### src/rtl/quad_decoder_if.sv
// Signal bundle between a quadrature decoder and whatever drives/consumes it.
// The master drives the raw encoder pins and clears; the slave is the decoder.
interface quad_decoder_if #(
  parameter int CNT_W = 16
);
  logic             a;
  logic             b;
  logic             clr;
  logic             err_clr;
  logic             a_f;
  logic             b_f;
  logic [CNT_W-1:0] pos;
  logic             step;
  logic             dir;
  logic             err;
  logic             valid;

  modport master (
    output a, b, clr, err_clr,
    input  a_f, b_f, pos, step, dir, err, valid
  );

  modport slave (
    input  a, b, clr, err_clr,
    output a_f, b_f, pos, step, dir, err, valid
  );
endinterface

### src/rtl/quad_decoder.sv
// Quadrature encoder decoder: per-channel synchronizer and glitch filter,
// INIT/RUN state machine, signed wrapping position counter and sticky error flag.
module quad_decoder #(
  parameter int FILTER_LEN = 4,
  parameter int CNT_W      = 16
) (
  input  logic          cclk,
  input  logic          rstb,
  quad_decoder_if.slave bus
);

  localparam logic [0:0] INIT      = 1'b0;
  localparam logic [0:0] RUN       = 1'b1;
  localparam logic [7:0] FILT_LAST = 8'(FILTER_LEN - 1);

  logic [1:0]       syncA_q, syncB_q;
  logic [7:0]       cntA_q, cntA_d, cntB_q, cntB_d;
  logic             aF_q, aF_d, bF_q, bF_d;
  logic [0:0]       state_q, state_d;
  logic [1:0]       prev_q, prev_d;
  logic [CNT_W-1:0] pos_q, pos_d;
  logic             step_q, step_d;
  logic             dir_q, dir_d;
  logic             err_q, err_d;
  logic             valid_q, valid_d;

  logic       sA, sB, stableA, stableB, inRun;
  logic [1:0] delta;
  logic       fwd, rev, illegal;

  // Gray phase of {a,b}: 00->0, 10->1, 11->2, 01->3, so forward is +1 mod 4.
  function automatic logic [1:0] phase(input logic [1:0] ab);
    return {ab[0], ab[1] ^ ab[0]};
  endfunction

  assign sA      = syncA_q[1];
  assign sB      = syncB_q[1];
  assign stableA = (syncA_q[0] == syncA_q[1]);
  assign stableB = (syncB_q[0] == syncB_q[1]);
  assign inRun   = (state_q == RUN);
  assign delta   = phase({aF_q, bF_q}) - phase(prev_q);
  assign fwd     = inRun && (delta == 2'd1);
  assign rev     = inRun && (delta == 2'd3);
  assign illegal = inRun && (delta == 2'd2);

  always_comb begin
    cntA_d  = cntA_q;
    cntB_d  = cntB_q;
    aF_d    = aF_q;
    bF_d    = bF_q;
    state_d = state_q;
    prev_d  = prev_q;
    valid_d = valid_q;
    step_d  = 1'b0;
    dir_d   = dir_q;
    pos_d   = pos_q;
    err_d   = bus.err_clr ? 1'b0 : err_q;

    case (state_q)
      INIT: begin
        // Counters measure how long each synchronized pin has held still.
        cntA_d = stableA ? ((cntA_q == FILT_LAST) ? cntA_q : cntA_q + 8'd1) : 8'd0;
        cntB_d = stableB ? ((cntB_q == FILT_LAST) ? cntB_q : cntB_q + 8'd1) : 8'd0;
        if (stableA && stableB && (cntA_q == FILT_LAST) && (cntB_q == FILT_LAST)) begin
          aF_d    = sA;
          bF_d    = sB;
          prev_d  = {sA, sB};
          valid_d = 1'b1;
          cntA_d  = 8'd0;
          cntB_d  = 8'd0;
          state_d = RUN;
        end
      end
      default: begin
        if (sA != aF_q) begin
          if (cntA_q == FILT_LAST) begin
            aF_d   = ~aF_q;
            cntA_d = 8'd0;
          end else begin
            cntA_d = cntA_q + 8'd1;
          end
        end else begin
          cntA_d = 8'd0;
        end
        if (sB != bF_q) begin
          if (cntB_q == FILT_LAST) begin
            bF_d   = ~bF_q;
            cntB_d = 8'd0;
          end else begin
            cntB_d = cntB_q + 8'd1;
          end
        end else begin
          cntB_d = 8'd0;
        end
        prev_d = {aF_q, bF_q};
        if (fwd) begin
          pos_d  = pos_q + 1'b1;
          dir_d  = 1'b1;
          step_d = 1'b1;
        end else if (rev) begin
          pos_d  = pos_q - 1'b1;
          dir_d  = 1'b0;
          step_d = 1'b1;
        end else if (illegal) begin
          err_d = 1'b1;
        end
      end
    endcase

    // Clear overrides the count but the step and direction still report.
    if (bus.clr) begin
      pos_d = '0;
    end
  end

  always_ff @(posedge cclk or negedge rstb) begin
    if (!rstb) begin
      syncA_q <= '0;
      syncB_q <= '0;
      cntA_q  <= '0;
      cntB_q  <= '0;
      aF_q    <= 1'b0;
      bF_q    <= 1'b0;
      state_q <= INIT;
      prev_q  <= '0;
      pos_q   <= '0;
      step_q  <= 1'b0;
      dir_q   <= 1'b0;
      err_q   <= 1'b0;
      valid_q <= 1'b0;
    end else begin
      syncA_q <= {syncA_q[0], bus.a};
      syncB_q <= {syncB_q[0], bus.b};
      cntA_q  <= cntA_d;
      cntB_q  <= cntB_d;
      aF_q    <= aF_d;
      bF_q    <= bF_d;
      state_q <= state_d;
      prev_q  <= prev_d;
      pos_q   <= pos_d;
      step_q  <= step_d;
      dir_q   <= dir_d;
      err_q   <= err_d;
      valid_q <= valid_d;
    end
  end

  assign bus.a_f   = aF_q;
  assign bus.b_f   = bF_q;
  assign bus.pos   = pos_q;
  assign bus.step  = step_q;
  assign bus.dir   = dir_q;
  assign bus.err   = err_q;
  assign bus.valid = valid_q;

endmodule

### src/flat_wrapper.sv
// flat-port wrapper written by rule: the top's interface ports become plain ports
module quad_decoder_flat 
#(
  parameter int FILTER_LEN = 4,
  parameter int CNT_W      = 16
)
  (cclk, rstb, bus_a, bus_b, bus_clr, bus_err_clr, bus_a_f, bus_b_f, bus_pos, bus_step, bus_dir, bus_err, bus_valid);
  quad_decoder_if #(.CNT_W(CNT_W)) bus_i ();
  input  logic cclk;
  input  logic rstb;
  input wire logic [$bits(bus_i.a)-1:0] bus_a;
  input wire logic [$bits(bus_i.b)-1:0] bus_b;
  input wire logic [$bits(bus_i.clr)-1:0] bus_clr;
  input wire logic [$bits(bus_i.err_clr)-1:0] bus_err_clr;
  output wire logic [$bits(bus_i.a_f)-1:0] bus_a_f;
  output wire logic [$bits(bus_i.b_f)-1:0] bus_b_f;
  output wire logic [$bits(bus_i.pos)-1:0] bus_pos;
  output wire logic [$bits(bus_i.step)-1:0] bus_step;
  output wire logic [$bits(bus_i.dir)-1:0] bus_dir;
  output wire logic [$bits(bus_i.err)-1:0] bus_err;
  output wire logic [$bits(bus_i.valid)-1:0] bus_valid;
  assign bus_i.a = bus_a;
  assign bus_i.b = bus_b;
  assign bus_i.clr = bus_clr;
  assign bus_i.err_clr = bus_err_clr;
  assign bus_a_f = bus_i.a_f;
  assign bus_b_f = bus_i.b_f;
  assign bus_pos = bus_i.pos;
  assign bus_step = bus_i.step;
  assign bus_dir = bus_i.dir;
  assign bus_err = bus_i.err;
  assign bus_valid = bus_i.valid;
  quad_decoder #(.FILTER_LEN(FILTER_LEN), .CNT_W(CNT_W)) u_core (.cclk(cclk), .rstb(rstb), .bus(bus_i));
endmodule
### config.mk
export PLATFORM = sky130hd
export DESIGN_NAME = quad_decoder_flat
export DESIGN_NICKNAME = d
export VERILOG_FILES = /design/src/rtl/quad_decoder_if.sv /design/src/rtl/quad_decoder.sv /design/src/flat_wrapper.sv
export SDC_FILE = /design/constraint.sdc
export NUM_CORES = 1
export LEC_CHECK = 0
export ABC_AREA = 1
export CORE_MARGIN = 3
export CORE_UTILIZATION = 55
export CTS_CLUSTER_DIAMETER = 50
export CTS_CLUSTER_SIZE = 28
export DETAILED_ROUTE_END_ITERATION = 12
export MAX_ROUTING_LAYER = met4
export PLACE_DENSITY = 0.77
export SLEW_MARGIN = 20
export SYNTH_ARGS = -nofsm -noshare
export SYNTH_HDL_FRONTEND = slang
export SYNTH_SLANG_ARGS = --single-unit
### constraint.sdc
create_clock -name cclk -period 3.2 [get_ports cclk]
set_clock_uncertainty 0.1 [all_clocks]
set_input_delay 0.48 -clock cclk [delete_from_list [all_inputs] [get_ports cclk]]
set_output_delay 0.48 -clock cclk [all_outputs]
set_load 0.03 [all_outputs]
==> flow_summary.json <==
{
  "die_x_um": 79.9,
  "yosys.cell_types.count": 32,
  "groute.usage.overall_pct": 22.7,
  "p_per_area_nw_per_um2": 880,
  "clk_pin_slew_worst_paths_ns": 0.08,
  "setup.worst_path.start": "u_core.bus.b_f",
  "timing_worst_slew_pin_value_ns": 0.561,
  "wl_per_cell_um": 11.8,
  "r2r_start": "u_core.bus.b_f",
  "yosys_register_bits": 45,
  "ant_nets": 0,
  "drcViolationCount": 0,
  "gp_routability_congestion": 0.892,
  "final-max-slew-violation-count": 0,
  "place_worst_setup_slack_ns": 0.221,
  "fp.dieArea_um2": 6390,
  "setup.worst_path.class": "reg -> reg",
  "area_growth_synth_to_finish_pct": 15.2,
  "start_util_pct": 57.8,
  "synth_enable_flop_cells": 0,
  "leakage_nw": 1.79,
  "final_setup_violation_count": 0,
  "worstSetupStartpointType": "register",
  "rr_endpoint": "u_core.bus.pos[14]",
  "numCtsBuffers": 5,
  "clock_insertion_delay_worst_skew_ns": 0.30,
  "core-area_um2": 5200,
  "finalCoreUtilization_pct": 66.5,
  "antenna_found_initial": 0,
  "grt_max_degree": 46,
  "seq_area_frac_synth_pct": 37.5,
  "htree_num_levels": 2,
  "cts.sink_count": 45,
  "detail_route.vias_per_cell": 5.07,
  "cts_tree": "yes",
  "worst_hold_slack_after_final_layout_ns": 0.0605,
  "vdd_drop_max_mv": 0.455,
  "ports": 28,
  "async_set_or_reset_register_ratio_after_synthesis_pct": 100,
  "detail_route.wirelength_mm": 6.21,
  "regToRegSetupSlack_ns": 0.26,
  "postSynth.topFlopCell": "dfrtp_1",
  "layout_cell_share_with_drive_strength_beyond_1_pct": 7.03,
  "post-synth-top-area-cell": "dfrtp_1",
  "chipHeight_um": 79.9,
  "fin_setup_tns_ns": 0,
  "rsz0062_at_grt": "false",
  "worstPathArrival_ns": 3.03,
  "drt_pre_antenna_iters": 4,
  "yosysTopAreaCellShare_pct": 37.5,
  "drt_first_iter_violations": 94,
  "post-synth-top-count-cell": "nand2_1",
  "endpoint_kind": "register",
  "synth_cells": 423,
  "finalWorstPathRequiredPeriod_ns": 2.94,
  "max-clock-path-buffers": 2,
  "crit_path_max_fanout": 14,
  "max-slew-margin-rel_pct": 62.6,
  "core.rowCount": 26,
  "r2r.worst_path.cells": 14,
  "maxCapViolCount": 0,
  "post_cts_buffers": 0,
  "hpwl_mm": 4.72,
  "cts.hold.buffers_added": 0,
  "timing.final.ws_setup_ns": 0.259,
  "min_period_over_period_pct": 91.9,
  "critical_path.endpoint": "u_core.bus.pos[14]",
  "synth_nets": 449,
  "maximum_achievable_frequency_ghz": 0.340,
  "result_of_the_run": "complete, no violations",
  "clock-root-buffer": "clkbuf_8",
  "yosys-top-cells-area": "dfrtp_1 (37%), nand2_1 (19%), ha_1 (7.9%)",
  "detailroute.via_count": 2663,
  "timing.hold.worst.class": "in -> async",
  "synth_common_cells": "nand2_1 (149), inv_1 (48), dfrtp_1 (45)",
  "syn-mean-instance-area_um2": 7.11,
  "buffer_ports.inserted": 27,
  "yosysWarnings": 0,
  "crit_required_ns": 3.29,
  "grt_pass1_wl_mm": 11.3,
  "grt_pass1_vias": 2644,
  "nets": 481,
  "syn_area_um2": 3010,
  "global_route.overflow_total": 0,
  "num_antenna_cells": 0,
  "finalHoldViolCount": 0
}
[cells by family (layout without fill, tap and decap cells)]
family / after synthesis / count (layout) / synth area share (%)
AO/OA/AOI/OAI: 42 / 42 / 7.49
buffers and inverters: 61 / 93 / 7.82
flip-flops: 45 / 45 / 37.5
adder cells (fa/ha/maj): 20 / 20 / 8.57
XOR/XNOR: 13 / 13 / 3.79
AND/OR/NAND/NOR: 242 / 242 / 34.9
[area by class of cell]
class | instances | area (µm²)
Multi-Input combinational cell | 317 | 1650
Clock buffer | 5 | 68.8
Inverter | 58 | 218
Fill cell | 485 | 1740
Tap cell | 70 | 87.6
Timing Repair Buffer | 28 | 275
Sequential cell | 45 | 1130
Clock inverter | 2 | 35.0
[stage by stage]
stage                     instance area, µm²  power (mW)  instances
final                                   3460        3.05        525
after global routing                    3460        3.36        525
after CTS                               3450        3.04        525
after detailed placement                3350        2.61        518
after global placement                  3350        2.56        518
after floorplan                         3010        2.17        423
[cell usage in the layout, fill, tap and decap left out, types with 3 or more instances in the layout]
| master | Yosys | final |
|---|---|---|
| nand2_1 | 149 | 148 |
| inv_1 | 48 | 48 |
| dfrtp_1 | 45 | 45 |
| nor2_1 | 39 | 39 |
| nand3_1 | 26 | 26 |
| clkdlybuf4s50_1 | 0 | 26 |
| ha_1 | 19 | 19 |
| a21oi_1 | 16 | 16 |
| xor2_1 | 11 | 11 |
| o21ai_0 | 10 | 10 |
| o21ai_1 | 10 | 10 |
| inv_2 | 9 | 9 |
| nand4_1 | 6 | 6 |
| clkbuf_8 | 0 | 5 |
| nand3b_1 | 4 | 4 |
| nand2_2 | 3 | 4 |
| nor3_1 | 5 | 4 |
| nand3_2 | 3 | 3 |
[metal layers]
metal | up-vias | wire, µm | part of all wire, % | GRT usage [%]
met5 | - | 0 | 0 | -
met4 | 0 | 94 | 1.5 | 7.77
met3 | 9 | 153 | 2.5 | 3.84
met2 | 34 | 3130 | 50 | 39.0
met1 | 1220 | 2830 | 46 | 26.8
li1 | 1400 | - | - | -
[power breakdown]
group	switching [mW]	internal, mW	leakage, nW	total (mW)
logic	1.18	0.664	1.13	1.84
clock network	0.190	0.227	0.0540	0.418
registers	0.109	0.676	0.606	0.784
total	1.48	1.57	1.79	3.05
[worst min-delay path by stage]
stage                   endpoint  slack, ns  cells after the start
4_1_cts         u_core.cntB_q[6]       0.28                      1
3_5_place_dp   u_core.syncB_q[1]       0.28                      0
5_1_grt         u_core.cntB_q[6]       0.11                      1
2_1_floorplan     u_core.bus.a_f       0.08                      0
6_report        u_core.cntB_q[6]       0.06                      1
3_3_place_gp   u_core.syncB_q[1]       0.28                      0
[critical path, cell delays in order (launching register included)]
cell and delay [ns]:
dfrtp_1 0.46, xnor2_1 0.16, ha_1 0.39, nor2_8 0.19
nand2_2 0.13, buf_4 0.23, ha_1 0.34, nand2_1 0.07
nand3_1 0.18, nand2_1 0.11, nand2_1 0.12, nand2_1 0.11
nand3b_1 0.09, nand3_1 0.09, nand2_1 0.05
[flip-flops by register name, indices dropped and copies added, names as in the netlist]
signal            count
u_core.bus.a_f        1
u_core.bus.b_f        1
u_core.bus.dir        1
u_core.bus.err        1
u_core.bus.pos       16
u_core.bus.step       1
u_core.bus.valid      1
u_core.cntA_q         8
u_core.cntB_q         8
u_core.inRun          1
u_core.prev_q         2
u_core.syncA_q        2
u_core.syncB_q        2
[repair_timing]
item,4_1_cts,5_1_grt
endpoints found under the hold margin,0,0
resized for setup,0,2
setup endpoints to repair,0,2
(Power assumes the default switching activity.)
